==> src/rtl/instr_controller.sv <==
// instr_controller: instruction register, decoder and control sequencer for the datapath.
// Latches one 16-bit instruction in WAIT, then walks the datapath through operand
// reads, ALU execution and register write-back, one control step per cycle.
//
// Ports:
//   clk       in   rising-edge clock
//   reset_n   in   synchronous active-low reset
//   in        in   16-bit instruction word
//   load      in   IR load enable (honoured only in WAIT)
//   s         in   start execution (honoured only in WAIT)
//   w         out  idle in WAIT, ready for load/s
//   sximm8    out  sign-extended IR[7:0]
//   sximm5    out  sign-extended IR[4:0]
//   shift     out  IR[4:3]
//   ALUop     out  ALU operation
//   readnum   out  register-file read index
//   writenum  out  register-file write index
//   write     out  register-file write strobe
//   loada/b/c/s out datapath register load strobes
//   asel,bsel out  operand selects (asel=1 zeroes A, bsel=1 picks sximm5)
//   vsel      out  one-hot write-back select {mdata, sximm8, PC, datapath_out}
module instr_controller (
  input  logic        clk,
  input  logic        reset_n,
  input  logic [15:0] in,
  input  logic        load,
  input  logic        s,
  output logic        w,
  output logic [15:0] sximm8,
  output logic [15:0] sximm5,
  output logic [1:0]  shift,
  output logic [1:0]  ALUop,
  output logic [2:0]  readnum,
  output logic [2:0]  writenum,
  output logic        write,
  output logic        loada,
  output logic        loadb,
  output logic        loadc,
  output logic        loads,
  output logic        asel,
  output logic        bsel,
  output logic [3:0]  vsel
);

  localparam int unsigned IR_W = 16;

  typedef enum logic [2:0] {
    S_WAIT      = 3'd0,
    S_DECODE    = 3'd1,
    S_GET_A     = 3'd2,
    S_GET_B     = 3'd3,
    S_EXEC      = 3'd4,
    S_WRITE_RD  = 3'd5,
    S_WRITE_IMM = 3'd6
  } state_e;

  state_e          state_q, state_d;
  logic [IR_W-1:0] ir_q, ir_d;

  // IR field extraction
  logic [2:0] opcode;
  logic [1:0] op;
  logic [2:0] rn, rd, rm;

  assign opcode = ir_q[15:13];
  assign op     = ir_q[12:11];
  assign rn     = ir_q[10:8];
  assign rd     = ir_q[7:5];
  assign rm     = ir_q[2:0];

  // Instruction classification
  logic is_alu, is_mov, mov_imm, mov_reg, is_mvn, is_cmp, needs_a;

  assign is_alu  = (opcode == 3'b101);
  assign is_mov  = (opcode == 3'b110);
  assign mov_imm = is_mov && (op == 2'b10);
  assign mov_reg = is_mov && (op == 2'b00);
  assign is_mvn  = is_alu && (op == 2'b11);
  assign is_cmp  = is_alu && (op == 2'b01);
  // ADD, CMP and AND read Rn into A; MOV reg and MVN skip straight to B
  assign needs_a = is_alu && (op != 2'b11);

  // State register
  always_ff @(posedge clk) begin
    if (!reset_n) begin
      state_q <= S_WAIT;
    end else begin
      state_q <= state_d;
    end
  end

  // Instruction register: loads only while idle
  always_ff @(posedge clk) begin
    if (!reset_n) begin
      ir_q <= '0;
    end else begin
      ir_q <= ir_d;
    end
  end

  always_comb begin
    ir_d = ir_q;
    if ((state_q == S_WAIT) && load) begin
      ir_d = in;
    end
  end

  // Next-state logic
  always_comb begin
    state_d = state_q;
    unique case (state_q)
      S_WAIT: begin
        if (s) state_d = S_DECODE;
      end
      S_DECODE: begin
        if (mov_imm)                state_d = S_WRITE_IMM;
        else if (mov_reg || is_mvn) state_d = S_GET_B;
        else if (needs_a)           state_d = S_GET_A;
        else                        state_d = S_WAIT;
      end
      S_GET_A:     state_d = S_GET_B;
      S_GET_B:     state_d = S_EXEC;
      S_EXEC:      state_d = is_cmp ? S_WAIT : S_WRITE_RD;
      S_WRITE_RD:  state_d = S_WAIT;
      S_WRITE_IMM: state_d = S_WAIT;
      default:     state_d = S_WAIT;
    endcase
  end

  // Moore outputs decoded from state and IR
  always_comb begin
    w        = 1'b0;
    write    = 1'b0;
    loada    = 1'b0;
    loadb    = 1'b0;
    loadc    = 1'b0;
    loads    = 1'b0;
    asel     = 1'b0;
    bsel     = 1'b0;
    vsel     = 4'b0001;
    readnum  = rm;
    writenum = rn;
    sximm8   = {{8{ir_q[7]}}, ir_q[7:0]};
    sximm5   = {{11{ir_q[4]}}, ir_q[4:0]};
    shift    = ir_q[4:3];
    ALUop    = is_alu ? op : 2'b00;
    unique case (state_q)
      S_WAIT: w = 1'b1;
      S_DECODE: ;
      S_GET_A: begin
        loada   = 1'b1;
        readnum = rn;
      end
      S_GET_B: loadb = 1'b1;
      S_EXEC: begin
        asel = mov_reg || is_mvn;
        if (is_cmp) loads = 1'b1;
        else        loadc = 1'b1;
      end
      S_WRITE_RD: begin
        write    = 1'b1;
        writenum = rd;
      end
      S_WRITE_IMM: begin
        write = 1'b1;
        vsel  = 4'b0100;
      end
      default: ;
    endcase
  end

endmodule

==> config.mk <==
export PLATFORM = sky130hd
export DESIGN_NAME = instr_controller
export DESIGN_NICKNAME = d
export VERILOG_FILES = /design/src/rtl/instr_controller.sv
export SDC_FILE = /design/constraint.sdc
export NUM_CORES = 1
export LEC_CHECK = 0
export BUFFER_PORTS_ARGS = -buffer_cell sky130_fd_sc_hd__buf_2
export CAP_MARGIN = 20
export CORE_UTILIZATION = 38
export DETAILED_ROUTE_END_ITERATION = 10
export GPL_TIMING_DRIVEN = 0
export MAX_ROUTING_LAYER = met4
export PLACE_DENSITY = 0.8
export SLEW_MARGIN = 15
export SYNTH_ARGS = -nofsm -noshare
export SYNTH_HDL_FRONTEND = slang
export SYNTH_SLANG_ARGS = --single-unit
==> constraint.sdc <==
create_clock -name clk -period 3.3 [get_ports clk]
set_clock_uncertainty 0.05 [all_clocks]
set_input_delay 0.495 -clock clk [delete_from_list [all_inputs] [get_ports clk]]
set_output_delay 0.495 -clock clk [all_outputs]
set_load 0.005 [all_outputs]
==> results of run 1 <==
## report_power, final
group	internal [W]	leakage [nW]	switching, W
Combinational	0.0000809	0.803	0.0000495
Clock	0.0000470	0.0150	0.0000669
Sequential	0.000242	0.156	0.0000169
## sequential cells by signal, summed over array words and instances (netlist names)
name     flops
ir_q        16
state_q      3
## worst paths after layout
kind                        endpoint  slack [ps]  cells after the start
max                      writenum[0]         970                      4
min            ir_q[14]$_SDFFE_PN0P_         370                      3
max reg2reg  state_q[1]$_SDFFE_PN0P_        1800                      4
min reg2reg    ir_q[10]$_SDFFE_PN0P_         430                      2
## kinds of logic after synthesis
kind of cell	Yosys count	share of synthesized area
other	1	0.00294
and+or+nand+nor	56	0.234
buffers and inverters	49	0.262
AOI/OAI and AO/OA	26	0.143
DFF	19	0.298
muxes	6	0.0529
xor gates and xnor gates	1	0.00686
## Yosys cell counts
cell / number
sky130_fd_sc_hd__a21boi_0: 6
sky130_fd_sc_hd__a21boi_1: 10
sky130_fd_sc_hd__a21oi_1: 3
sky130_fd_sc_hd__a31oi_1: 1
sky130_fd_sc_hd__and2_1: 1
sky130_fd_sc_hd__and3_1: 1
sky130_fd_sc_hd__and4b_1: 1
sky130_fd_sc_hd__and4bb_2: 1
sky130_fd_sc_hd__buf_2: 4
sky130_fd_sc_hd__buf_4: 37
sky130_fd_sc_hd__buf_6: 1
sky130_fd_sc_hd__clkbuf_1: 2
sky130_fd_sc_hd__conb_1: 1
sky130_fd_sc_hd__dfxtp_1: 19
sky130_fd_sc_hd__inv_1: 5
sky130_fd_sc_hd__mux2_2: 6
sky130_fd_sc_hd__nand2_1: 34
sky130_fd_sc_hd__nand2b_1: 1
sky130_fd_sc_hd__nand3_1: 3
sky130_fd_sc_hd__nand3b_1: 1
sky130_fd_sc_hd__nor2_1: 2
sky130_fd_sc_hd__nor2b_1: 1
sky130_fd_sc_hd__nor3_1: 2
sky130_fd_sc_hd__nor3b_1: 2
sky130_fd_sc_hd__nor3b_2: 1
sky130_fd_sc_hd__nor4b_1: 1
sky130_fd_sc_hd__nor4b_4: 1
sky130_fd_sc_hd__o211a_1: 1
sky130_fd_sc_hd__o21ai_0: 3
sky130_fd_sc_hd__o31ai_1: 1
sky130_fd_sc_hd__o41ai_1: 1
sky130_fd_sc_hd__or2_2: 1
sky130_fd_sc_hd__or4_1: 1
sky130_fd_sc_hd__or4b_1: 1
sky130_fd_sc_hd__xnor2_1: 1
## layer usage
layer,wire length [µm],global-route usage,part of all wire
met1,1280,0.204,0.49
met2,1120,0.238,0.43
met3,184,0.0303,0.070
met4,29,0.0598,0.011
met5,0,-,0
## worst min-delay path: stages
cell and delay [ps]:
sky130_fd_sc_hd__buf_2 90, sky130_fd_sc_hd__nand2_1 40, sky130_fd_sc_hd__a21boi_1 50
## layout make-up
class / count / share of cell area
Clock buffer: 4 / 0.0153
Sequential cell: 19 / 0.222
Multi-Input combinational cell: 92 / 0.332
Tap cell: 44 / 0.0321
Buffer: 44 / 0.184
Inverter: 5 / 0.0109
Timing Repair Buffer: 70 / 0.204
## metrics by stage
stage | area (µm²) | total power, W | cells | utilization | hold WS, ps
after CTS | 1720 | 0.000511 | 278 | 0.549 | 367
after global placement | 1690 | 0.000394 | 274 | 0.540 | 410
after global routing | 1720 | 0.000538 | 278 | 0.549 | 372
after floorplan | 1280 | 0.000345 | 160 | - | 391
final | 1720 | 0.000504 | 278 | 0.549 | 374
after detailed placement | 1690 | 0.000396 | 274 | 0.540 | 417
==> Implementation_results.wiki, run 1 <==
{| class="wikitable"
! Metric !! Value
|-
| Area of combinational cells with multiple inputs || 569 µm²
|-
| Congestion Overflow GR || 0
|-
| Arrival time worst endpoint || 1790 ps
|-
| CTS H-Tree Depth || 1
|-
| Post-synthesis instance area || 1280 µm²
|-
| Maximum clock frequency || about 430 MHz
|-
| CTS Hold Buffers Added || 0
|-
| TritonCTS buffer count || 3
|-
| Required time of the worst setup path || 2750 ps
|-
| Post-Place Worst Slack || 1300 ps
|-
| Clock slew at reported path FFs || 100 ps
|-
| Result of the run || finished, final reports clean
|-
| Die height || 60.0 µm
|-
| Nature of the critical path endpoint || output port
|-
| Ant. Diodes || 0
|-
| Top cells by area in the synthesized netlist || sky130_fd_sc_hd__dfxtp_1 (30%), sky130_fd_sc_hd__buf_4 (22%), sky130_fd_sc_hd__nand2_1 (10%), sky130_fd_sc_hd__a21boi_1 (5.9%), sky130_fd_sc_hd__mux2_2 (5.3%)
|-
| Power per cell area || 293 nW/µm²
|-
| Series of cell instances along the critical path || clkbuf_1 -> nand3b_1 -> mux2_2 -> buf_2
|-
| Std cell rows || 20
|-
| Detailed-placement wirelength estimate || 2010 µm
|-
| Max rail drop VDD || 0.177 mV
|-
| Yosys synthesis warning count || 0
|-
| Vias after detailed routing || 1195
|-
| Largest delay contributor family on the critical path || buffers and inverters
|-
| Standby leakage power || ~0.97 nW
|-
| Minimum clock period || 2330 ps
|-
| Unrepaired setup endpoints after global routing || false
|-
| Vias in the first global route || around 950
|-
| Remaining antenna violation count after routing || 0
|-
| Buffers inserted by post-CTS timing repair || 0
|-
| Initial Utilization || 0.408
|-
| Largest area contributor in the netlist || sky130_fd_sc_hd__dfxtp_1
|-
| Portion of synthesized cell area occupied by the leading cell type || 0.298
|-
| Sum of buffers and inverters on the critical path || 2
|-
| Layout filler cell count || 311
|-
| Wire length of the first global-routing pass || 4170 µm
|-
| Reg2reg start || state_q[1]$_SDFFE_PN0P_
|-
| Share of final-layout standard cells stronger than drive strength 1 || 0.534
|-
| Synthesis-to-layout area growth || 34.4%
|-
| Initial antenna violation count || 0
|-
| Net count reported at finish || 255
|-
| Clock Sinks || 19
|-
| Mean post-synth cell area || 8.09 µm²
|-
| Clk buf depth || 2
|-
| Crit share post-route || 0.707
|-
| Total count of max-transition violations in the final report || 0
|-
| Quantity of I/O buffers inserted on ports || 70
|-
| Max-cap violations || 0
|-
| Crit Path Max Fanout || 10
|-
| Post-synthesis register bit count || 19
|-
| Category of the most critical setup path || reg -> out
|-
| Root Buffer || sky130_fd_sc_hd__clkbuf_4
|-
| CTS tree || done
|-
| Detailed Route Iter0 Violations || 49
|-
| Count of cells resized by post-cts repair || 0
|-
| Setup Total Neg Slack || 0 ps
|-
| Routability cong. || 0.764
|-
| Post-detailed-route via-to-cell ratio || 4.30
|-
| Final Setup Violations || 0
|-
| Pin count of the biggest net entering global routing || 16
|-
| Final hold viol count || 0
|-
| Commonest cells after routing, fill and taps aside || sky130_fd_sc_hd__buf_2 (74), sky130_fd_sc_hd__buf_4 (37), sky130_fd_sc_hd__nand2_1 (34)
|-
| Top-level port count || 74
|-
| Distinct cell type count after synthesis || 35
|-
| Cell with the biggest individual delay on the critical path || sky130_fd_sc_hd__dfxtp_1
|-
| Count of TritonRoute iterations in the first routing pass || 4
|-
| Launching element type of the critical path || flip-flop
|-
| GR Util All Layers || 0.157
|-
| Mapped Cells || ~160
|-
| Commonest non-fill, non-tap cell in the layout || sky130_fd_sc_hd__buf_2
|-
| Area of the placeable core || 3130 µm²
|-
| FF/Latch Area || 380 µm²
|-
| Worst hold path type || in -> reg
|-
| Clock latency on the worst-skew pair || 290 ps
|-
| Min-Delay Startpoint || in[14]
|-
| Crit. Startpoint || state_q[1]$_SDFFE_PN0P_
|-
| Wire length reported by the detailed router || approximately 2600 µm
|-
| Crit-path max cell delay || around 420 ps
|-
| Average routed wire per standard cell || between 9 and 10 µm
|-
| Setup slack after layout || approximately 970 ps
|-
| Overall die width || approximately 60 µm
|-
| Post-route DRC || 0
|-
| Proportion of synthesized chip area in sequential cells || 0.298
|-
| Die footprint || 3600 µm²
|}
No activity file was read; power rests on OpenSTA's default activity.
==> run 2, diff against run 1 <==
--- a/config.mk
+++ b/config.mk
@@ -11,7 +11,7 @@
 export DETAILED_ROUTE_END_ITERATION = 10
 export GPL_TIMING_DRIVEN = 0
 export MAX_ROUTING_LAYER = met4
-export PLACE_DENSITY = 0.8
+export PLACE_DENSITY = 0.83
 export SLEW_MARGIN = 15
 export SYNTH_ARGS = -nofsm -noshare
 export SYNTH_HDL_FRONTEND = slang
==> constraint.sdc (replaced) <==
create_clock -name clk -period 2 [get_ports clk]
set_clock_uncertainty 0.05 [all_clocks]
set_input_delay 0.3 -clock clk [delete_from_list [all_inputs] [get_ports clk]]
set_output_delay 0.3 -clock clk [all_outputs]
set_load 0.005 [all_outputs]
==> run 2 against run 1 <==
Effect of this change:
- cell count down 0.72%
- sequential power up 68%
- die area unchanged
- register-to-register slack worse by 1300 ps
- worst setup slack worse by 860 ps
- largest power group unchanged
==> Implementation_results.wiki, run 2 (same netlist as run 1, synthesis figures left out) <==
{| class="wikitable"
! Metric !! Value
|-
| Crit share post-route || 0.946
|-
| Result of the run || finished, final reports clean
|-
| Setup Total Neg Slack || 0 ps (unchanged)
|-
| Vias in the first global route || 971 (+2.5%)
|-
| Ant. Diodes || 0 (unchanged)
|-
| Sum of buffers and inverters on the critical path || 1 (-1)
|-
| Count of TritonRoute iterations in the first routing pass || 4 (unchanged)
|-
| Post-route DRC || 0 (unchanged)
|-
| Average routed wire per standard cell || 9.79 µm (+4.1%)
|-
| Max rail drop VDD || 0.370 mV (+110%)
|-
| Pin count of the biggest net entering global routing || 16 (unchanged)
|-
| Crit Path Max Fanout || 13 (+3)
|-
| Clk buf depth || 2 (unchanged)
|-
| Top-level port count || 74 (unchanged)
|-
| Max-cap violations || 0 (unchanged)
|-
| Die footprint || 3600 µm² (unchanged)
|-
| Total count of max-transition violations in the final report || 0 (unchanged)
|-
| Commonest non-fill, non-tap cell in the layout || sky130_fd_sc_hd__buf_2
|-
| Unrepaired setup endpoints after global routing || false
|-
| Largest registers || ir_q (16), state_q (3)
|-
| Required time of the worst setup path || 1650 ps (-1100 ps)
|-
| Series of cell instances along the critical path || nor3b_4 -> mux2_2 -> buf_2
|-
| Category of the most critical setup path || reg -> out
|-
| Cell with the biggest individual delay on the critical path || sky130_fd_sc_hd__dfxtp_2
|-
| Power per cell area || 482 nW/µm² (+64%)
|-
| Final Core Density || 0.550 (+0.00120)
|-
| Standby leakage power || 0.967 nW (-0.70%)
|-
| Wire length reported by the detailed router || 2700 µm (+3.3%)
|-
| Critical path endpoint || readnum[2]
|-
| Area of the placeable core || 3130 µm² (unchanged)
|-
| Reg2reg start || state_q[0]$_SDFFE_PN0P_
|-
| Final hold slack || 187 ps (-187 ps)
|-
| Minimum clock period || 1890 ps
|-
| Worst reg-to-reg path cell count || 5 (+1)
|-
| Nature of the critical path endpoint || output port
|-
| Largest delay contributor family on the critical path || flip-flops
|-
| Top reg by flops || ir_q
|-
| Clock slew at reported path FFs || 100 ps (about the same)
|-
| Die height || 60.0 µm (unchanged)
|-
| Crit. Startpoint || state_q[0]$_SDFFE_PN0P_
|-
| Min-Delay Startpoint || in[12]
|-
| Quantity of I/O buffers inserted on ports || 70 (unchanged)
|-
| CTS tree || done
|-
| Clock latency on the worst-skew pair || 290 ps (about the same)
|-
| Congestion Overflow GR || 0 (unchanged)
|-
| Synthesis-to-layout area growth || 34.7%
|-
| Arrival time worst endpoint || 1540 ps (-250 ps)
|-
| Detailed Route Iter0 Violations || 19 (-61%)
|-
| Maximum clock frequency || 529 MHz
|-
| Logic depth of the worst setup path including buffers || 3 (-1)
|-
| Commonest cells after routing, fill and taps aside || sky130_fd_sc_hd__buf_2 (72), sky130_fd_sc_hd__buf_4 (38), sky130_fd_sc_hd__nand2_1 (34)
|-
| CTS H-Tree Depth || 1 (unchanged)
|-
| Root Buffer || sky130_fd_sc_hd__clkbuf_4
|-
| TritonCTS buffer count || 3 (unchanged)
|-
| Overall die width || 60.0 µm (unchanged)
|-
| Worst hold path type || in -> reg
|-
| Crit-path max cell delay || 420 ps (about the same)
|-
| Vias after detailed routing || 1181 (-1.2%)
|-
| Detailed-placement wirelength estimate || 2100 µm (+4.3%)
|-
| Final Setup Violations || 0 (unchanged)
|-
| Max reg flops || 16 (unchanged)
|-
| Wire length of the first global-routing pass || 4170 µm (+0.17%)
|-
| Remaining antenna violation count after routing || 0 (unchanged)
|-
| Routability cong. || 0.787 (+2.9%)
|-
| Clock Sinks || 19 (unchanged)
|-
| Net count reported at finish || 253 (-0.78%)
|-
| Initial antenna violation count || 0 (unchanged)
|-
| Std cell rows || 20 (unchanged)
|-
| Share of final-layout standard cells stronger than drive strength 1 || 0.547 (+0.0132)
|-
| Launching element type of the critical path || flip-flop
|-
| Register-to-register path setup slack || 470 ps (-1330 ps)
|-
| Initial Utilization || 0.408 (unchanged)
|-
| Post-detailed-route via-to-cell ratio || 4.28 (-0.46%)
|-
| GR Util All Layers || 0.160 (+0.00379)
|-
| Destination of the worst register-to-register timing path || ir_q[14]$_SDFFE_PN0P_
|-
| Final hold viol count || 0 (unchanged)
|}
[run 2: cell types whose count changed in the layout (fill, tap and decap cells not counted), sizes merged]
cell and delta:
buf -1, clkbuf -1
[run 2: layout make-up]
| cell class | instances | area (µm²) |
|---|---|---|
| flip-flops and latches | 19 | 384 |
| fillers | 302 | 1410 |
| clock buffers | 4 | 26.3 |
| repair buffers | 70 | 350 |
| plain buffers | 42 | 310 |
| well taps | 44 | 55.1 |
| inverters | 5 | 18.8 |
| multi-input cells | 92 | 576 |
[run 2: worst reg2reg max path, delay by kind of cell (launching register included)]
| family | cells | cell delay, ps |
|---|---|---|
| DFF | 1 | 420 |
| AOI/OAI and AO/OA | 1 | 70 |
| buffers and inverters | 2 | 320 |
| and+or+nand+nor | 2 | 580 |
[run 2: per-layer routing]
metal	part of all wire	vias up	track usage
li1	-	631	-
met1	0.45	499	0.202
met2	0.47	47	0.244
met3	0.064	4	0.0325
met4	0.014	0	0.0764
met5	0	-	-
[run 2: through the flow]
step	cells	area, µm²	worst slack [ps]	power (W)
after detailed placement	274	1690	187	0.000654
after global placement	274	1690	241	0.000649
after CTS	276	1720	20.8	0.000840
after floorplan	160	1280	457	0.000569
after global routing	276	1720	15.2	0.000888
final	276	1720	108	0.000829
[run 2: where the power goes]
group	total (W)	internal, W	switching [W]
logic	0.000209	0.000132	0.0000769
registers	0.000434	0.000400	0.0000334
clock network	0.000186	0.0000775	0.000108
[run 2: how the worst min path moves through the flow]
stage | endpoint | slack [ps] | cells past startpoint
after floorplan | ir_q[10]$_SDFFE_PN0P_ | 380 | 2
final | ir_q[12]$_SDFFE_PN0P_ | 190 | 3
after global routing | ir_q[8]$_SDFFE_PN0P_ | 170 | 3
after global placement | ir_q[9]$_SDFFE_PN0P_ | 400 | 2
after detailed placement | ir_q[10]$_SDFFE_PN0P_ | 410 | 2
after CTS | ir_q[10]$_SDFFE_PN0P_ | 180 | 3
[run 2: repair_timing]
action                                 CTS  global route
pin swaps                                1             0
resized for setup                        5             2
setup endpoints to repair                6             9
endpoints found under the hold margin    0             0
hold buffers                             0             0
buffers inserted                         0             0
==> run 3, diff against run 2 <==
--- a/config.mk
+++ b/config.mk
@@ -6,12 +6,14 @@
 export NUM_CORES = 1
 export LEC_CHECK = 0
 export BUFFER_PORTS_ARGS = -buffer_cell sky130_fd_sc_hd__buf_2
-export CAP_MARGIN = 20
+export CAP_MARGIN = 40
+export CORE_MARGIN = 4
 export CORE_UTILIZATION = 38
 export DETAILED_ROUTE_END_ITERATION = 10
 export GPL_TIMING_DRIVEN = 0
 export MAX_ROUTING_LAYER = met4
 export PLACE_DENSITY = 0.83
+export RECOVER_POWER = 25
 export SLEW_MARGIN = 15
 export SYNTH_ARGS = -nofsm -noshare
 export SYNTH_HDL_FRONTEND = slang
==> run 3 against run 2 <==
Effect of this change:
- sequential cell count unchanged
- die area is 21% higher
- global-route usage fell by 1.5 points
- fmax about the same
- wire length is 7.3% higher
- non-clock buffer count stayed put
- clock power is 5% higher
- final area is essentially flat
- worst hold slack worse by 16 ps
- highest routed layer unchanged
==> Implementation_results.wiki, run 3 (same netlist as run 1, synthesis figures left out) <==
{| class="wikitable"
! Metric !! Value
|-
| Result of the run || finished, final reports clean
|-
| Detailed Route Iter0 Violations || 17 (-2)
|-
| Minimum clock period || 1890 ps (-0.744 ps)
|-
| CTS Hold Buffers Added || 0 (unchanged)
|-
| Crit share post-route || 0.945 (about the same)
|-
| Number of non-filler instances in the completed layout || 276 (unchanged)
|-
| Cell with the biggest individual delay on the critical path || sky130_fd_sc_hd__dfxtp_2
|-
| Largest registers || ir_q (16), state_q (3)
|-
| Clk buf depth || 2 (unchanged)
|-
| Final std cell area, no fill || 1720 µm² (about the same)
|-
| Arrival time worst endpoint || 1540 ps (about the same)
|-
| Final hold viol count || 0 (unchanged)
|-
| Maximum clock frequency || 529 MHz (about the same)
|-
| Share of final-layout standard cells stronger than drive strength 1 || 0.543 (-0.00431)
|-
| CTS tree || done
|-
| Area of the placeable core || 3130 µm² (unchanged)
|-
| Std cell rows || 20 (unchanged)
|-
| CTS H-Tree Depth || 1 (unchanged)
|-
| Placed cell count || 274 (unchanged)
|-
| Top-level port count || 74 (unchanged)
|-
| Synthesis-to-layout area growth || 34.6% (about the same)
|-
| Root Buffer || sky130_fd_sc_hd__clkbuf_4
|-
| Max-cap violations || 0 (unchanged)
|-
| Wire length of the first global-routing pass || 4950 µm (+19%)
|-
| Category of the most critical setup path || reg -> out
|-
| Vias in the first global route || 1166 (+20%)
|-
| Post-detailed-route via-to-cell ratio || 4.31 (+0.76%)
|-
| Setup Total Neg Slack || 0 ps (unchanged)
|-
| Nature of the critical path endpoint || output port
|-
| Overall die width || 66.0 µm (+10%)
|-
| Required time of the worst setup path || 1650 ps (about the same)
|-
| Standby leakage power || 0.960 nW (-0.80%)
|-
| Ant. Diodes || 0 (unchanged)
|-
| Clock latency on the worst-skew pair || 300 ps (about the same)
|-
| Total count of max-transition violations in the final report || 0 (unchanged)
|-
| Quantity of I/O buffers inserted on ports || 70 (unchanged)
|-
| Commonest non-fill, non-tap cell in the layout || sky130_fd_sc_hd__buf_2
|-
| TritonCTS buffer count || 3 (unchanged)
|-
| Pin count of the biggest net entering global routing || 16 (unchanged)
|-
| Crit-path max cell delay || 420 ps (about the same)
|-
| Worst hold path type || in -> reg
|-
| Detailed-placement wirelength estimate || 2350 µm (+12%)
|-
| Final Setup Violations || 0 (unchanged)
|-
| Post-route DRC || 0 (unchanged)
|-
| Die height || 66.0 µm (+10%)
|-
| Power per cell area || 486 nW/µm² (+0.93%)
|-
| Average routed wire per standard cell || 10.5 µm (+7.3%)
|-
| Remaining antenna violation count after routing || 0 (unchanged)
|-
| Top reg by flops || ir_q
|-
| Initial Utilization || 0.408 (unchanged)
|-
| Max reg flops || 16 (unchanged)
|-
| Vias after detailed routing || 1190 (+0.76%)
|-
| Congestion Overflow GR || 0 (unchanged)
|-
| Die footprint || 4350 µm² (+21%)
|-
| Clock slew at reported path FFs || 100 ps (about the same)
|-
| Initial antenna violation count || 0 (unchanged)
|-
| Routability cong. || 0.842 (+7.1%)
|-
| Unrepaired setup endpoints after global routing || false
|-
| Crit Path Max Fanout || 13 (unchanged)
|-
| Max rail drop VDD || 0.383 mV (+3.6%)
|-
| Post-place instance area || 1690 µm² (unchanged)
|-
| Wire length reported by the detailed router || 2900 µm (+7.3%)
|-
| Clock Sinks || 19 (unchanged)
|-
| Net count reported at finish || 253 (unchanged)
|-
| Series of cell instances along the critical path || nor3b_4 -> mux2_2 -> buf_2
|-
| GR Util All Layers || 0.145 (-0.0151)
|-
| Commonest cells after routing, fill and taps aside || sky130_fd_sc_hd__buf_2 (71), sky130_fd_sc_hd__nand2_1 (34), sky130_fd_sc_hd__buf_4 (27)
|-
| Count of TritonRoute iterations in the first routing pass || 5 (+1)
|-
| Launching element type of the critical path || flip-flop
|}
==> run 3: final cells by class <==
class	count	area (µm²)
Sequential cell	19	384
Clock buffer	4	26.3
Multi-Input combinational cell	92	576
Fill cell	314	1410
Buffer	42	309
Inverter	5	18.8
Tap cell	44	55.1
Timing Repair Buffer	70	350
==> run 3: final timing paths <==
path / start / to / slack (ps) / cells past startpoint
setup / recovery: state_q[0]$_SDFFE_PN0P_ / readnum[0] / 110 / 3
setup reg to reg: state_q[2]$_SDFFE_PN0P_ / ir_q[15]$_SDFFE_PN0P_ / 410 / 5
hold / removal: in[13] / ir_q[13]$_SDFFE_PN0P_ / 170 / 3
hold reg to reg: ir_q[10]$_SDFFE_PN0P_ / ir_q[10]$_SDFFE_PN0P_ / 420 / 2
==> run 3: per-layer routing <==
| metal | share of wire | wire, µm | up-vias | GRT usage |
|---|---|---|---|---|
| met5 | 0 | 0 | - | - |
| met4 | 0.017 | 49 | 0 | 0.0609 |
| met3 | 0.079 | 229 | 5 | 0.0221 |
| met2 | 0.47 | 1370 | 45 | 0.253 |
| met1 | 0.43 | 1250 | 510 | 0.166 |
| li1 | - | - | 630 | - |
==> run 3: critical path: cells and delay by family (launching register included) <==
kind / cells / cell delay [ps]
muxes: 1 / 370
buffers and inverters: 1 / 120
DFF: 1 / 420
and+or+nand+nor: 1 / 330
==> run 3: repair_timing <==
item	4_1_cts	5_1_grt
hold endpoints to repair	0	0
gates cloned	0	0
pin swaps	1	0
gates resized for setup	6	1
buffers inserted	0	0
setup endpoints to repair	7	4
==> run 3: stage by stage <==
stage          power [W]  setup WS (ps)  hold slack (ps)  utilization
5_1_grt         0.000884           8.80              179        0.550
2_1_floorplan   0.000569            457              385            -
6_report        0.000836            109              171        0.550
3_3_place_gp    0.000651            224              405        0.540
4_1_cts         0.000850           63.4              164        0.550
3_5_place_dp    0.000656            184              413        0.540
==> run 3: power breakdown <==
group | internal (W) | switching [W] | leakage [nW] | total [W]
Clock | 0.0000778 | 0.000117 | 0.0150 | 0.000195
Combinational | 0.000131 | 0.0000778 | 0.787 | 0.000209
Sequential | 0.000400 | 0.0000321 | 0.157 | 0.000432
Total | 0.000609 | 0.000227 | 0.960 | 0.000836
